==> config.mk <==
export PLATFORM = sky130hd
export DESIGN_NAME = guess_game_ctrl
export DESIGN_NICKNAME = d
export VERILOG_FILES = /design/src/rtl/game_pkg.sv /design/src/rtl/guess_game_ctrl_lfsr16.sv /design/src/rtl/guess_game_ctrl.sv
export SDC_FILE = /design/constraint.sdc
export NUM_CORES = 1
export LEC_CHECK = 0
export BUFFER_PORTS_ARGS = -buffer_cell sky130_fd_sc_hd__buf_2
export CORE_UTILIZATION = 57
export CTS_CLUSTER_SIZE = 8
export DETAILED_ROUTE_END_ITERATION = 8
export PLACE_DENSITY = 0.83
export SKIP_CTS_REPAIR_TIMING = 1
export SLEW_MARGIN = 20
export SYNTH_ARGS = -nofsm -noshare
export SYNTH_HDL_FRONTEND = slang
export SYNTH_SLANG_ARGS = --single-unit
==> constraint.sdc <==
create_clock -name clk -period 3.2 [get_ports clk]
set_input_delay 0.16 -clock clk [delete_from_list [all_inputs] [get_ports clk]]
set_output_delay 0.16 -clock clk [all_outputs]
set_load 0.03 [all_outputs]
==> src/rtl/game_pkg.sv <==
// Shared types and constants for the guess-game controller and its LFSR.
package game_pkg;

    localparam int unsigned DIGIT_W    = 4;
    localparam int unsigned NUM_DIGITS = 3;
    localparam int unsigned RESULT_W   = 6;
    localparam int unsigned GUESS_W    = DIGIT_W * NUM_DIGITS;

    localparam logic [2:0]  WIN_CODE  = 3'b100;
    // Fibonacci taps 16,14,13,11 expressed as bit positions 15,13,12,10
    localparam logic [15:0] LFSR_TAPS = 16'hB400;

    typedef enum logic [2:0] {
        IDLE,
        GEN,
        ENTRY,
        CHECK1,
        CHECK2,
        JUDGE,
        WIN,
        LOSE
    } state_e;

    function automatic logic is_bcd(input logic [DIGIT_W-1:0] d);
        return d <= 4'd9;
    endfunction

endpackage

==> src/rtl/guess_game_ctrl_lfsr16.sv <==
// Free-running 16-bit Fibonacci LFSR; exposes the low nibble as the digit candidate.
module lfsr16
    import game_pkg::*;
#(
    parameter logic [15:0] SEED = 16'hACE1
) (
    input  logic               clk,
    input  logic               rst,
    output logic [DIGIT_W-1:0] rnd
);

    logic [15:0] lfsr_q, lfsr_d;

    always_comb begin
        lfsr_d = {lfsr_q[14:0], ^(lfsr_q & LFSR_TAPS)};
    end

    always_ff @(posedge clk) begin
        if (rst) lfsr_q <= SEED;
        else     lfsr_q <= lfsr_d;
    end

    assign rnd = lfsr_q[DIGIT_W-1:0];

endmodule

==> src/rtl/guess_game_ctrl.sv <==
// Drives the 3-digit guess checker: target generation, guess entry, attempt/win/lose tracking.
// Optional macro DUP_DIGIT_REJECT_EN adds dup_err and refuses guesses with repeated digits.
module guess_game_ctrl
    import game_pkg::*;
#(
    parameter int unsigned MAX_TRIES = 8,
    parameter logic [15:0] LFSR_SEED = 16'hACE1
) (
    input  logic                clk,
    input  logic                rst,
    input  logic                new_game,
    input  logic [DIGIT_W-1:0]  digit_in,
    input  logic                digit_valid,
    input  logic                submit,
    input  logic [RESULT_W-1:0] check_result,
    output logic [GUESS_W-1:0]  input_number,
    output logic [GUESS_W-1:0]  target_number,
    output logic                start_check,
    output logic [RESULT_W-1:0] last_result,
    output logic [3:0]          tries_used,
    output logic                game_won,
    output logic                game_lost,
    output logic                busy
`ifdef DUP_DIGIT_REJECT_EN
   ,output logic                dup_err
`endif
);

    state_e                state_q, state_d;
    logic [GUESS_W-1:0]    target_q, target_d;
    logic [GUESS_W-1:0]    guess_q, guess_d;
    logic [1:0]            digit_cnt_q, digit_cnt_d;
    logic [1:0]            gen_cnt_q, gen_cnt_d;
    logic [RESULT_W-1:0]   last_q, last_d;
    logic [3:0]            tries_q, tries_d;
    logic [DIGIT_W-1:0]    cand;
    logic                  cand_ok;
    logic                  submit_ok;
`ifdef DUP_DIGIT_REJECT_EN
    logic                  dup_q, dup_d;
    logic                  guess_distinct;
`endif

    lfsr16 #(.SEED(LFSR_SEED)) u_lfsr (
        .clk (clk),
        .rst (rst),
        .rnd (cand)
    );

    // Only compare against slots already filled in this game
    always_comb begin
        cand_ok = is_bcd(cand)
                  && !(gen_cnt_q > 2'd0 && cand == target_q[11:8])
                  && !(gen_cnt_q > 2'd1 && cand == target_q[7:4]);
    end

    assign submit_ok = submit && !digit_valid && (digit_cnt_q == 2'd3);

`ifdef DUP_DIGIT_REJECT_EN
    assign guess_distinct = (guess_q[11:8] != guess_q[7:4])
                         && (guess_q[11:8] != guess_q[3:0])
                         && (guess_q[7:4]  != guess_q[3:0]);
`endif

    always_comb begin
        state_d     = state_q;
        target_d    = target_q;
        guess_d     = guess_q;
        digit_cnt_d = digit_cnt_q;
        gen_cnt_d   = gen_cnt_q;
        last_d      = last_q;
        tries_d     = tries_q;
`ifdef DUP_DIGIT_REJECT_EN
        dup_d       = 1'b0;
`endif
        if (new_game) begin
            state_d     = GEN;
            tries_d     = '0;
            last_d      = '0;
            guess_d     = '0;
            digit_cnt_d = '0;
            gen_cnt_d   = '0;
        end else begin
            case (state_q)
                GEN: begin
                    if (cand_ok) begin
                        case (gen_cnt_q)
                            2'd0:    target_d[11:8] = cand;
                            2'd1:    target_d[7:4]  = cand;
                            default: target_d[3:0]  = cand;
                        endcase
                        gen_cnt_d = gen_cnt_q + 2'd1;
                        if (gen_cnt_q == 2'd2) state_d = ENTRY;
                    end
                end
                ENTRY: begin
                    if (digit_valid && is_bcd(digit_in)) begin
                        guess_d = {guess_q[7:0], digit_in};
                        if (digit_cnt_q != 2'd3) digit_cnt_d = digit_cnt_q + 2'd1;
                    end
                    if (submit_ok) begin
`ifdef DUP_DIGIT_REJECT_EN
                        if (guess_distinct) state_d = CHECK1;
                        else                dup_d   = 1'b1;
`else
                        state_d = CHECK1;
`endif
                    end
                end
                CHECK1: state_d = CHECK2;
                CHECK2: begin
                    last_d  = check_result;
                    tries_d = tries_q + 4'd1;
                    state_d = JUDGE;
                end
                JUDGE: begin
                    if (last_q[5:3] == WIN_CODE) begin
                        state_d = WIN;
                    end else if (tries_q == 4'(MAX_TRIES)) begin
                        state_d = LOSE;
                    end else begin
                        state_d     = ENTRY;
                        digit_cnt_d = '0;
                    end
                end
                default: ;
            endcase
        end
    end

    always_ff @(posedge clk) begin
        if (rst) begin
            state_q     <= IDLE;
            target_q    <= '0;
            guess_q     <= '0;
            digit_cnt_q <= '0;
            gen_cnt_q   <= '0;
            last_q      <= '0;
            tries_q     <= '0;
`ifdef DUP_DIGIT_REJECT_EN
            dup_q       <= 1'b0;
`endif
        end else begin
            state_q     <= state_d;
            target_q    <= target_d;
            guess_q     <= guess_d;
            digit_cnt_q <= digit_cnt_d;
            gen_cnt_q   <= gen_cnt_d;
            last_q      <= last_d;
            tries_q     <= tries_d;
`ifdef DUP_DIGIT_REJECT_EN
            dup_q       <= dup_d;
`endif
        end
    end

    // Masked by rst so the strobe drops in the very cycle reset is sampled
    assign start_check   = ((state_q == CHECK1) || (state_q == CHECK2)) && !rst;
    assign busy          = (state_q == GEN) || (state_q == CHECK1)
                        || (state_q == CHECK2) || (state_q == JUDGE);
    assign game_won      = (state_q == WIN);
    assign game_lost     = (state_q == LOSE);
    assign input_number  = guess_q;
    assign target_number = target_q;
    assign last_result   = last_q;
    assign tries_used    = tries_q;
`ifdef DUP_DIGIT_REJECT_EN
    assign dup_err       = dup_q;
`endif

endmodule

Word-level counts from Yosys, hierarchy flattened

Index checks and enable logic that the tools add are counted.

Output and inout port bits: 38
Word-level logic and storage cells: 88
Register bits: 57
Input bits: 15

Bitwise operators: 2
Reduce and logical (&&, ||, !) cells: 31
Multiplexer cells: 12
Eq/ne operators: 25
Add/sub/neg operators: 3
Magnitude comparators: 4

Operators with widths:

| cell                | count |
|---|---|
| $reduce_and 4->1    | 5 |
| $ne 2x2->1 const B  | 8 |
| $reduce_xor 16->1   | 1 |
| $eq 3x3->1 const B  | 5 |
| $mux 3              | 5 |
| $pmux 3 s5          | 1 |
| $ne 3x3->1 const B  | 3 |
| $eq 4x4->1          | 2 |
| $le 4x4->1 const B  | 2 |
| $logic_and 1x1->1   | 8 |
| $mux 2              | 4 |
| $eq 3x2->1 const B  | 2 |
| $reduce_bool 6->1   | 1 |
| $reduce_and 5->1    | 1 |
| $reduce_bool 5->1   | 1 |
| $add 2x1->2 const B | 2 |
| $add 4x1->4 const B | 1 |
| $eq 2x2->1 const B  | 2 |
| $eq 4x4->1 const B  | 1 |
| $gt 2x1->1 const B  | 2 |
| $logic_not 1->1     | 4 |
| $logic_or 1x1->1    | 4 |
| $pmux 2 s2          | 1 |
| $reduce_and 2->1    | 2 |
| 7 further kinds     | 9 |

Logic depth before layout (Yosys ltp)

Gate-level depths: netlist (run 1).

Depth after elaboration: 8
Depth in mapped cells: 7
Mapped depth without buffers: 7

Modules after synthesis

Synthesis (run 1) repeated with hierarchy kept, for this count alone.

Cell total of the unflattened synthesis: 270
Area, all modules: 2492.4 µm²

Modules (own cells, without submodules):

| module          | area an instance (µm²) | instances | seq. area each (µm²) | cells an instance |
|---|---|---|---|---|
| guess_game_ctrl | 2008.2                 | 1         | 820.8                | 230 |
| lfsr16          | 484.2                  | 1         | 320.3                | 40 |

Least setup slack after synthesis (run 1)

Ideal clock, no wire load.

Path type: reg-to-reg
Start point: register target_q[10] (netlist: target_number[10])
End point: register state_q[0]
Cell stages (with the launch flop): 7
Buffers on the path: 1
Period minus slack after synthesis: 1.790 ns
Setup slack: 1.410 ns
Arrival time: 1.669 ns
Library setup time: 0.121 ns
Data required time: 3.079 ns
Path through: dfxtp_1 -> xnor2_1 -> nand3_1 -> o31a_1 -> buf_6 -> o211a_1 -> mux2_4

Longest elaborated chain between the ends: 7

RTL lines:

| element                           | RTL line               | RTL |
|---|---|---|
| start: declaration                | guess_game_ctrl.sv:30  | `logic [GUESS_W-1:0] target_q, target_d;` |
| start signal: assignment          | guess_game_ctrl.sv:145 | `target_q <= target_d;` |
| $eq 4x4->1                        | guess_game_ctrl.sv:53  | `&& !(gen_cnt_q > 2'd0 && cand == target_q[11:8])` |
| $logic_and 1x1->1                 | guess_game_ctrl.sv:53  |  |
| $logic_not 1->1                   | guess_game_ctrl.sv:53  |  |
| $logic_and 1x1->1                 | guess_game_ctrl.sv:53  |  |
| $logic_and 1x1->1                 | guess_game_ctrl.sv:54  | `&& !(gen_cnt_q > 2'd1 && cand == target_q[7:4]);` |
| $ne 3x3->1 (no source line)       | --                     |  |
| $reduce_and 4->1 (no source line) | --                     |  |
| end signal: assignment            | guess_game_ctrl.sv:144 | `state_q <= state_d;` |
| end: declaration                  | guess_game_ctrl.sv:29  | `state_e state_q, state_d;` |

Every way passes these cells.
A chain may end at the register's enable or synchronous reset.

Worst setup path after layout (run 1)

Start point: register state_q[0]
End point: register target_q[0] (netlist: target_number[0])

Longest elaborated chain between the ends: 2

RTL lines:

| element                           | RTL line              | RTL |
|---|---|---|
| $eq 3x1->1                        | guess_game_ctrl.sv:84 | `case (state_q)` |
| $reduce_and 4->1 (no source line) | --                    |  |

Every way passes these cells.

==> run_results.csv, run 1 <==
group,metric,value,unit
cts,clk_pin_slew,0.07,ns
die,die_y,67.39,um
pwr,total_power,0.001575,W
grt,grt_pass1_vias,1794,
final_layout,final_nets,345,
drt,drt_iter0_markers,182,
grt,antenna_found_initial,0,
timing,finalSetupViolCount,0,
die,pin_count,53,
yosys,syn_inst,273,
timing,period_share,0.5917,
worst_setup_path,cp_cell_sequence,"inv_1 -> or3_1 -> nor4_1 -> nand3_1 -> mux2i_1",
drt,vias,1993,
cts,cts.sink_count,57,
cts,clk_latency,0.34,ns
pwr,vdd_drop_max,0.4003,mV
run,max_cap_violations,0,
drt,detail_route.wl_per_cell,12.88,um
worst_setup_path,worst-setup-path-type,"reg2reg",
timing,worst_slew_pin_slew,0.5335,ns
final_layout,nFillCells,305,
final_layout,stdcell_count,379,
timing,hold_violations,0,
final_layout,synthToLayoutAreaGrowth,19.97,%
cts,cts_buffer_depth,2,
yosys,syn_avg_cell_area,8.928,um2
yosys,yosysSeqAreaShare,0.4682,
drt,final_antenna_net_count,0,
cts,htreeDepth,3,
placement,dp.cells,363,
grt,grt_pass1_wl,7.707,mm
timing,worst_slack,1.307,ns
timing,fmax,528.2,MHz
yosys,ys_types,43,
drt,wl,4.883,mm
worst_setup_path,cp.arrival,2.11,ns
die,core_area,4058,um2
yosys,ys_async_sr_fraction,0,
yosys,netlist_area,2437,um2
cts,cts-root-buf,"clkbuf_8",
die,start_util,0.6007,
cts,cts_tree,"done",
drt,drc,0,
worst_setup_path,cp_slowest_cell,"dfxtp_1",
worst_setup_path,endpoint_kind,"flop",
die,rows,23,
timing,drv_slew,0,
yosys,synth-edff-count,0,
final_layout,multi_input_area,1184,um2
placement,io_buffers,52,
placement,place_hpwl,3.313,mm
grt,grt_use_total,0.2316,
yosys,syn-num-nets,294,
cts,cts-buffers-inserted,9,
grt,grt_max_degree,34,
timing,fin_skew,0.01394,ns
timing,finalCriticalPeriod,1.893,ns
placement,gp_congestion,0.7871,
die,die_area,4541,um2
yosys,yosysWarningCount,0,
drt,drt_pre_antenna_iters,4,
pwr,leakage,1.313,nW
timing,slew_headroom,0.6443,
die,fp.dieW,67.39,um
placement,pre_cts_ws,1.326,ns
drt,viasPerCell,5.259,
yosys,synth_ff_type,"dfxtp_1",
worst_setup_path,crit_fanout,12,
timing,rsz0062_at_grt,"false",
hold_path,min_path_type,"in2reg",
grt,globalRouteOverflowTotal,0,
final_layout,seq_area,1141,um2
status,status,"finished, final reports clean",
timing,setup-tns-final,0,ns
final_layout,drive_gt1_frac,0.2492,
worst_setup_path,cp_slowest_stage_delay,0.52,ns
yosys,ys_ff_latch,57,
final_layout,post-route-util,0.7206,
pwr,powerDensity,538.6,nW/um2
worst_setup_path,cp-start-kind,"flop",
final_layout,diodes,0,
worst_setup_path,required,3.42,ns
[kinds of logic (layout without fill, tap and decap cells)]
group           after synthesis  after routing  share of synthesized area
simple gates                115            115                     0.2438
buf+inv                      25             81                    0.04620
mux                          13             13                    0.05544
compound gates               43             43                     0.1052
xor+xnor                     14             14                    0.05031
fa+ha+maj                     6              6                    0.03080
flops                        57             57                     0.4682
[path summary, 6_finish.rpt]
kind         slack [ns]  depth (start not counted)                         start                       endpoint
min reg2reg        0.41                          1  u_lfsr.lfsr_q[14]$_SDFF_PP0_   u_lfsr.lfsr_q[15]$_SDFF_PP1_
max reg2reg        1.31                          5       state_q[0]$_SDFFE_PP0P_  target_number[0]$_SDFFE_PP0P_
min                0.07                          3                   digit_in[0]   input_number[0]$_SDFFE_PP0P_
max                1.31                          5       state_q[0]$_SDFFE_PP0P_  target_number[0]$_SDFFE_PP0P_
[cells in the final DEF, fill, tap and decap left out, types with 2 or more instances in the layout]
master	n
nand4_1	2
mux2i_1	12
nand3b_1	2
nand3_1	5
xnor2_1	5
xor2_1	9
and2_1	2
nor2b_1	5
and4b_1	2
nor3_1	5
clkinv_2	2
clkbuf_8	10
dfxtp_1	57
ha_1	6
nand2b_1	18
buf_4	2
nand2_1	39
and3_1	2
a211oi_1	2
inv_1	11
nor3b_1	2
buf_2	52
nor2_1	17
o21ai_0	7
bufinv_16	2
or2_2	9
a21oi_1	23
[layer usage]
metal | part of all wire | vias to the layer above | track usage | wire length [um]
li1 | - | 1015 | - | -
met1 | 0.48 | 921 | 0.2905 | 2368
met2 | 0.46 | 47 | 0.3650 | 2250
met3 | 0.040 | 10 | 0.05236 | 196
met4 | 0.014 | 0 | 0.1303 | 67
met5 | 0 | - | 0 | 0
[critical path: cells and delay by family, from the launching register on]
family	cells	cell delay (ns)
and+or+nand+nor	3	0.92
DFF	1	0.52
muxes	1	0.20
buffers and inverters	1	0.14
[cell type report]
class                      count  share of cell area
clock buffer                  11             0.04835
clock inverter                 5             0.02696
inverter                      11             0.01412
multi-input combinational    191              0.4048
sequential                    57              0.3902
tap                           50             0.02139
timing repair buffer          54             0.09414
[power by group]
group / total, W / switching [W] / internal [W]
logic: 0.0000976 / 0.0000545 / 0.0000431
clock network: 0.000733 / 0.000275 / 0.000458
registers: 0.000745 / 0.0000156 / 0.000729
[cells in the mapped netlist, drive strengths merged (6+ instances only)]
cell type,count,area share
dfxtp,57,0.47
nand2,39,0.060
a21oi,24,0.051
nand2b,18,0.046
nor2,17,0.026
mux2i,12,0.049
inv,11,0.017
or2,9,0.023
xor2,9,0.032
clkbuf,8,0.012
o21ai,7,0.014
buf,6,0.017
ha,6,0.031
[state kept, by name (all words and copies together), names as in the netlist]
| signal | count |
|---|---|
| gen_cnt_q | 2 |
| input_number | 12 |
| digit_cnt_q | 2 |
| target_number | 12 |
| state_q | 3 |
| last_result | 6 |
| u_lfsr.lfsr_q | 16 |
| tries_used | 4 |
[per-stage QoR]
step | cell area [um2] | hold WS (ns)
finish | 2924 | 0.06857
detailed placement | 2704 | 0.3945
global placement | 2704 | 0.3958
CTS | 2924 | 0.06225
floorplan | 2437 | 0.2960
global route | 2924 | 0.08042
No activity file was read; power rests on OpenSTA's default activity.
==> run 2, diff against run 1 <==
--- a/config.mk
+++ b/config.mk
@@ -5,11 +5,12 @@
 export SDC_FILE = /design/constraint.sdc
 export NUM_CORES = 1
 export LEC_CHECK = 0
+export ABC_AREA = 1
 export BUFFER_PORTS_ARGS = -buffer_cell sky130_fd_sc_hd__buf_2
-export CORE_UTILIZATION = 57
+export CORE_UTILIZATION = 48
 export CTS_CLUSTER_SIZE = 8
 export DETAILED_ROUTE_END_ITERATION = 8
-export PLACE_DENSITY = 0.83
+export PLACE_DENSITY = 0.75
 export SKIP_CTS_REPAIR_TIMING = 1
 export SLEW_MARGIN = 20
 export SYNTH_ARGS = -nofsm -noshare
==> constraint.sdc (replaced) <==
create_clock -name clk -period 1.65 [get_ports clk]
set_input_delay 0.0825 -clock clk [delete_from_list [all_inputs] [get_ports clk]]
set_output_delay 0.0825 -clock clk [all_outputs]
set_load 0.03 [all_outputs]
==> run_results.csv, run 2 <==
group,metric,value,unit
status,status,"finished with violations",
status,violations,"negative hold slack",
timing,finalSetupViolCount,0,
placement,place_hpwl,3.786,mm
grt,globalRouteOverflowTotal,0,
pwr,clockPowerShare,0.419,
worst_setup_path,required,1.89,ns
die,die_y,73.61,um
drt,viasPerCell,4.954,
cts,clk_pin_slew,0.07,ns
cts,cts_buffer_depth,2,
timing,worst_slew_pin_slew,0.3148,ns
final_layout,synthToLayoutAreaGrowth,30.25,%
yosys,synth_common_cells,"dfxtp_1 (57), nor2_1 (55), nand2_1 (50), inv_1 (28), a21oi_1 (25)",
worst_setup_path,cp_slowest_cell,"dfxtp_2",
drt,drc,0,
pwr,p_int,0.002290,W
timing,slew_headroom,0.7882,
grt,grt_pass1_wl,8.997,mm
die,rows,25,
timing,hold_violations,2,
yosys,netlist.area_leader.share,0.4637,
timing,fmax,621.4,MHz
pwr,leakage,1.433,nW
worst_setup_path,critPathBufInv,2,
cts,cts_tree,"done",
placement,dp.cells,437,
drt,wl,5.600,mm
pwr,p_comb_frac,0.111,
yosys,syn-num-nets,337,
yosys,ys_async_sr_fraction,0,
cts,clk_latency,0.34,ns
yosys,ys_ff_latch,57,
timing,finalCriticalPeriod,1.609,ns
yosys,synth-edff-count,0,
drt,drt_pre_antenna_iters,4,
pwr,p_sw_frac,0.2640,
final_layout,diodes,0,
final_layout,final_nets,410,
die,fp.dieW,73.61,um
yosys,synth_top_area_cell,"dfxtp_1",
worst_setup_path,cp-start-kind,"flop",
final_layout,regMostFlops,"u_lfsr.lfsr_q",
timing,holdWs,-0.01929,ns
worst_setup_path,cp.arrival,1.85,ns
worst_setup_path,cp_cell_sequence,"inv_2 -> ha_4 -> inv_2 -> o21ai_2 -> nor2_2 -> nand3_2 -> nand3_4 -> nor2_8 -> nand3_4 -> o21ai_2 -> nor2_1",
worst_setup_path,critPathTopFamily,"simple AND/OR/NAND/NOR gates",
final_layout,final_cell_mix,"buf_2 (51), dfxtp_1 (50), nand2_1 (49), nor2_1 (47), a21oi_1 (24)",
final_layout,largest_register_ff_count,16,
worst_setup_path,cp_slowest_stage_delay,0.32,ns
die,core_area,4817,um2
worst_setup_path,worst-setup-path-type,"reg2reg",
drt,drt_iter0_markers,87,
yosys,synth_ff_type,"dfxtp_1",
worst_setup_path,crit_fanout,6,
yosys,syn_inst,316,
cts,htreeDepth,3,
grt,grt_use_total,0.2219,
cts,cts-buffers-inserted,9,
timing,fin_skew,0.007245,ns
placement,gp_congestion,0.7888,
placement,io_buffers,52,
worst_setup_path,endpoint_kind,"flop",
final_layout,final_common_cell,"buf_2",
final_layout,drive_gt1_frac,0.3579,
pwr,vdd_drop_max,0.8241,mV
yosys,ys_types,31,
yosys,netlist_top_cells_area,"dfxtp_1 (46%), nor2_1 (8.4%), nand2_1 (7.6%)",
yosys,yosysSeqAreaShare,0.4637,
cts,cts-root-buf,"clkbuf_8",
grt,grt_max_degree,24,
yosys,yosysWarningCount,0,
grt,antenna_found_initial,0,
drt,detail_route.wl_per_cell,12.15,um
timing,rsz0062_at_grt,"true",
final_layout,stdcell_count,461,
timing,setup-tns-final,0,ns
die,die_area,5418,um2
pwr,pwr-share-seq,0.470,
drt,vias,2284,
pwr,powerDensity,970.5,nW/um2
die,pin_count,53,
yosys,syn_avg_cell_area,7.788,um2
timing,period_share,0.9753,
yosys,netlist_area,2461,um2
pwr,switching_power,0.0008213,W
cts,cts.sink_count,57,
final_layout,nFillCells,427,
timing,drv_slew,0,
die,start_util,0.5109,
hold_path,min_path_type,"in2reg",
grt,grt_pass1_vias,2095,
drt,final_antenna_net_count,0,
run,max_cap_violations,0,
yosys,yosysMostFrequentCell,"dfxtp_1",
[run 2: cell count changes in the layout (fill, tap and decap cells not counted), sizes merged, moves of 5 or more]
cell / previous run / this run
nor2: 17 / 59
inv: 11 / 35
o21ai: 7 / 31
nand2b: 18 / 0
nand3: 5 / 19
mux2i: 12 / 0
nand2: 39 / 51
buf: 54 / 65
xor2: 9 / 1
nor2b: 5 / 0
[run 2: power groups by stage]
stage | registers [W] | logic [W] | clock network [W]
final | 0.00146 | 0.000345 | 0.00130
after global routing | 0.00147 | 0.000379 | 0.00138
after CTS | 0.00146 | 0.000303 | 0.00133
after detailed placement | 0.00149 | 0.000302 | 0
after global placement | 0.00149 | 0.000294 | 0
after floorplan | 0.00150 | 0.000197 | 0
[run 2: final timing paths]
path / startpoint / endpoint / slack (ns) / cells past startpoint
setup / recovery: gen_cnt_q[0]$_SDFFE_PP0P_ / target_number[8]$_SDFFE_PP0P_ / 0.04 / 11
hold / removal: check_result[1] / last_result[1]$_SDFFE_PP0P_ / -0.02 / 3
setup reg to reg: gen_cnt_q[0]$_SDFFE_PP0P_ / target_number[8]$_SDFFE_PP0P_ / 0.04 / 11
hold reg to reg: u_lfsr.lfsr_q[11]$_SDFF_PP1_ / u_lfsr.lfsr_q[12]$_SDFF_PP0_ / 0.40 / 2
[run 2: stage by stage]
step,power [W],instance area (um2),hold WS [ns],util,setup slack (ns)
detailed placement,0.001790,2838,0.3109,0.5891,0.01501
CTS,0.003088,3034,-0.04129,0.6299,-0.1325
global route,0.003231,3206,0.01201,0.6655,-0.05763
global placement,0.001781,2838,0.3030,0.5891,0.09229
floorplan,0.001699,2461,0.1890,-,0.1358
finish,0.003111,3206,-0.01929,0.6655,0.04071
[run 2: layout make-up]
cell class              instances  area [um2]  area share
well taps                      67       83.83     0.02615
multi-input cells             214        1217      0.3798
flip-flops and latches         57        1152      0.3595
clock buffers                  11       141.4     0.04411
inverters                      38       155.1     0.04840
repair buffers                 69       400.4      0.1249
clock inverters                 5       55.05     0.01717
[run 2: tightest hold or removal path, delay by kind of cell]
kind	cells	cell delay [ns]
AND/OR/NAND/NOR	2	0.12
buffers and inverters	1	0.08
[run 2: cell families after synthesis]
group	count (synthesis)	share of synthesized area
AO/OA/AOI/OAI	59	0.1276
flip-flops	57	0.4636
XOR/XNOR	2	0.007119
buffers and inverters	45	0.07625
AND/OR/NAND/NOR	147	0.2949
adder cells (fa/ha/maj)	6	0.03050
[run 2: per-layer routing]
metal	global-route usage	wire, um	vias up
met4	0.1154	126	0
met3	0.04527	218	15
met2	0.3751	2758	67
li1	-	-	1165
met5	0	0	-
met1	0.2651	2496	1037
==> run 3, diff against run 2 <==
--- a/config.mk
+++ b/config.mk
@@ -5,7 +5,6 @@
 export SDC_FILE = /design/constraint.sdc
 export NUM_CORES = 1
 export LEC_CHECK = 0
-export ABC_AREA = 1
 export BUFFER_PORTS_ARGS = -buffer_cell sky130_fd_sc_hd__buf_2
 export CORE_UTILIZATION = 48
 export CTS_CLUSTER_SIZE = 8
==> run_results.csv, run 3 (synthesized netlist as in run 1, its figures left out) <==
group,metric,value,unit
worst_setup_path,endpoint_kind,"flop",
worst_setup_path,reg2reg_to,"state_q[0]$_SDFFE_PP0P_",
die,die_area,5367,um2
grt,antenna_found_initial,0,
final_layout,diodes,0,
cts,clk_latency,0.34,ns
timing,worst_slew_pin_slew,0.5460,ns
placement,gp_congestion,0.8381,
pwr,vdd_drop_max,0.8364,mV
drt,detail_route.wl_per_cell,12.33,um
hold_path,min_path_type,"in2reg",
placement,place_hpwl,3.508,mm
pwr,pwr-share-seq,0.491,
drt,drc,0,
timing,slew_headroom,0.6360,
cts,cts_buffer_depth,2,
pwr,p_int,0.002244,W
worst_setup_path,cp-start-kind,"flop",
drt,vias,2023,
drt,wl,5.018,mm
timing,setup-tns-final,0,ns
cts,cts.sink_count,57,
die,start_util,0.5060,
die,rows,25,
final_layout,final_cell_mix,"buf_2 (52), dfxtp_1 (47), nand2_1 (39), a21oi_1 (22), nand2b_1 (18)",
placement,dp.cells,390,
grt,grt_pass1_vias,1785,
final_layout,stdcell_count,407,
worst_setup_path,reg2reg_depth,5,
worst_setup_path,cp.arrival,1.86,ns
placement,place_area,2816,um2
grt,grt_use_total,0.1952,
cts,cts-root-buf,"clkbuf_8",
grt,globalRouteOverflowTotal,0,
worst_setup_path,endpoint,"state_q[0]$_SDFFE_PP0P_",
timing,rsz0062_at_grt,"true",
timing,fin_skew,0.01250,ns
die,die_y,73.26,um
pwr,switching_power,0.0006880,W
timing,hold_violations,6,
cts,clk_pin_slew,0.07,ns
placement,io_buffers,52,
final_layout,final_nets,357,
timing,holdWs,-0.009424,ns
drt,drt_iter0_markers,105,
cts,cts_tree,"done",
pwr,clockPowerShare,0.427,
final_layout,regMostFlops,"u_lfsr.lfsr_q",
worst_setup_path,startpoint,"u_lfsr.lfsr_q[3]$_SDFF_PP0_",
final_layout,nFillCells,412,
final_layout,drive_gt1_frac,0.3412,
pwr,p_sw_frac,0.2346,
final_layout,stdcell_area,3122,um2
drt,final_antenna_net_count,0,
grt,grt_pass1_wl,7.907,mm
timing,fmax,609.8,MHz
worst_setup_path,worst-setup-path-type,"reg2reg",
drt,drt_pre_antenna_iters,4,
status,status,"finished with violations",
worst_setup_path,r2r-start,"u_lfsr.lfsr_q[3]$_SDFF_PP0_",
pwr,leakage,1.380,nW
timing,finalCriticalPeriod,1.640,ns
grt,grt_max_degree,33,
final_layout,largest_register_ff_count,16,
pwr,powerDensity,939.4,nW/um2
die,fp.dieW,73.26,um
final_layout,final_common_cell,"buf_2",
timing,drv_slew,0,
timing,period_share,0.9939,
timing,finalSetupViolCount,0,
worst_setup_path,required,1.87,ns
cts,htreeDepth,3,
drt,viasPerCell,4.971,
die,core_area,4817,um2
status,violations,"negative hold slack",
worst_setup_path,rrSetupSlack,0.01,ns
worst_setup_path,crit_fanout,5,
pwr,p_comb_frac,0.081,
final_layout,synthToLayoutAreaGrowth,28.08,%
cts,cts-buffers-inserted,9,
die,pin_count,53,
run,max_cap_violations,0,
-- run 3: cell count changes in the layout (fill, tap and decap cells not counted), sizes merged, moves of 4 or more --
cell	before	now
nand2	51	39
nand2b	0	18
xnor2	1	5
o21ai	31	7
mux2i	0	12
dlygate4sd3	4	0
nor2	59	17
xor2	1	9
nand3	19	5
nor2b	0	5
inv	35	11
-- run 3: critical path, stage by stage, from the launching register on --
cell	delay (ns)
dfxtp_2	0.35
xnor2_2	0.16
nand3_1	0.10
o31a_1	0.36
o211a_1	0.27
mux2_4	0.30
-- run 3: layout make-up --
class                      instances  area [um2]  share of cell area
tap                               67       83.83             0.02685
clock buffer                      11       141.4             0.04529
multi-input combinational        191        1284              0.4112
inverter                          11       41.29             0.01323
clock inverter                     4       45.04             0.01443
sequential                        57        1161              0.3719
timing repair buffer              66       365.4              0.1170
-- run 3: how the worst min path moves through the flow --
| stage | start | end | slack [ns] | cells after the start |
|---|---|---|---|---|
| floorplan | digit_in[0] | input_number[0]$_SDFFE_PP0P_ | 0.22 | 2 |
| global placement | digit_in[0] | input_number[0]$_SDFFE_PP0P_ | 0.32 | 3 |
| detailed placement | check_result[0] | last_result[0]$_SDFFE_PP0P_ | 0.33 | 3 |
| CTS | check_result[0] | last_result[0]$_SDFFE_PP0P_ | -0.02 | 3 |
| global route | digit_in[0] | input_number[0]$_SDFFE_PP0P_ | 0.004 | 3 |
| finish | check_result[0] | last_result[0]$_SDFFE_PP0P_ | -0.009 | 3 |
-- run 3: layer usage --
layer | GRT usage | vias to the layer above | routed length [um]
li1 | - | 1036 | -
met1 | 0.2562 | 923 | 2464
met2 | 0.2891 | 54 | 2222
met4 | 0.1111 | 0 | 91
met3 | 0.05213 | 10 | 240
met5 | 0 | - | 0
-- run 3: power by group through the flow --
stage	Combinational (W)	Clock, W	Sequential (W)
2_1_floorplan	0.000136	0	0.00147
3_5_place_dp	0.000208	0	0.00147
5_1_grt	0.000259	0.00133	0.00145
6_report	0.000238	0.00125	0.00144
3_3_place_gp	0.000204	0	0.00146
4_1_cts	0.000209	0.00128	0.00144
-- run 3: per-stage QoR --
stage / worst slack [ns] / util / total power [W]
after floorplan: 0.009378 / - / 0.001609
after global placement: 0.04086 / 0.5847 / 0.001669
after detailed placement: -0.03165 / 0.5847 / 0.001674
after CTS: -0.05210 / 0.6234 / 0.002920
after global routing: -0.03875 / 0.6481 / 0.003036
final: 0.009999 / 0.6481 / 0.002932
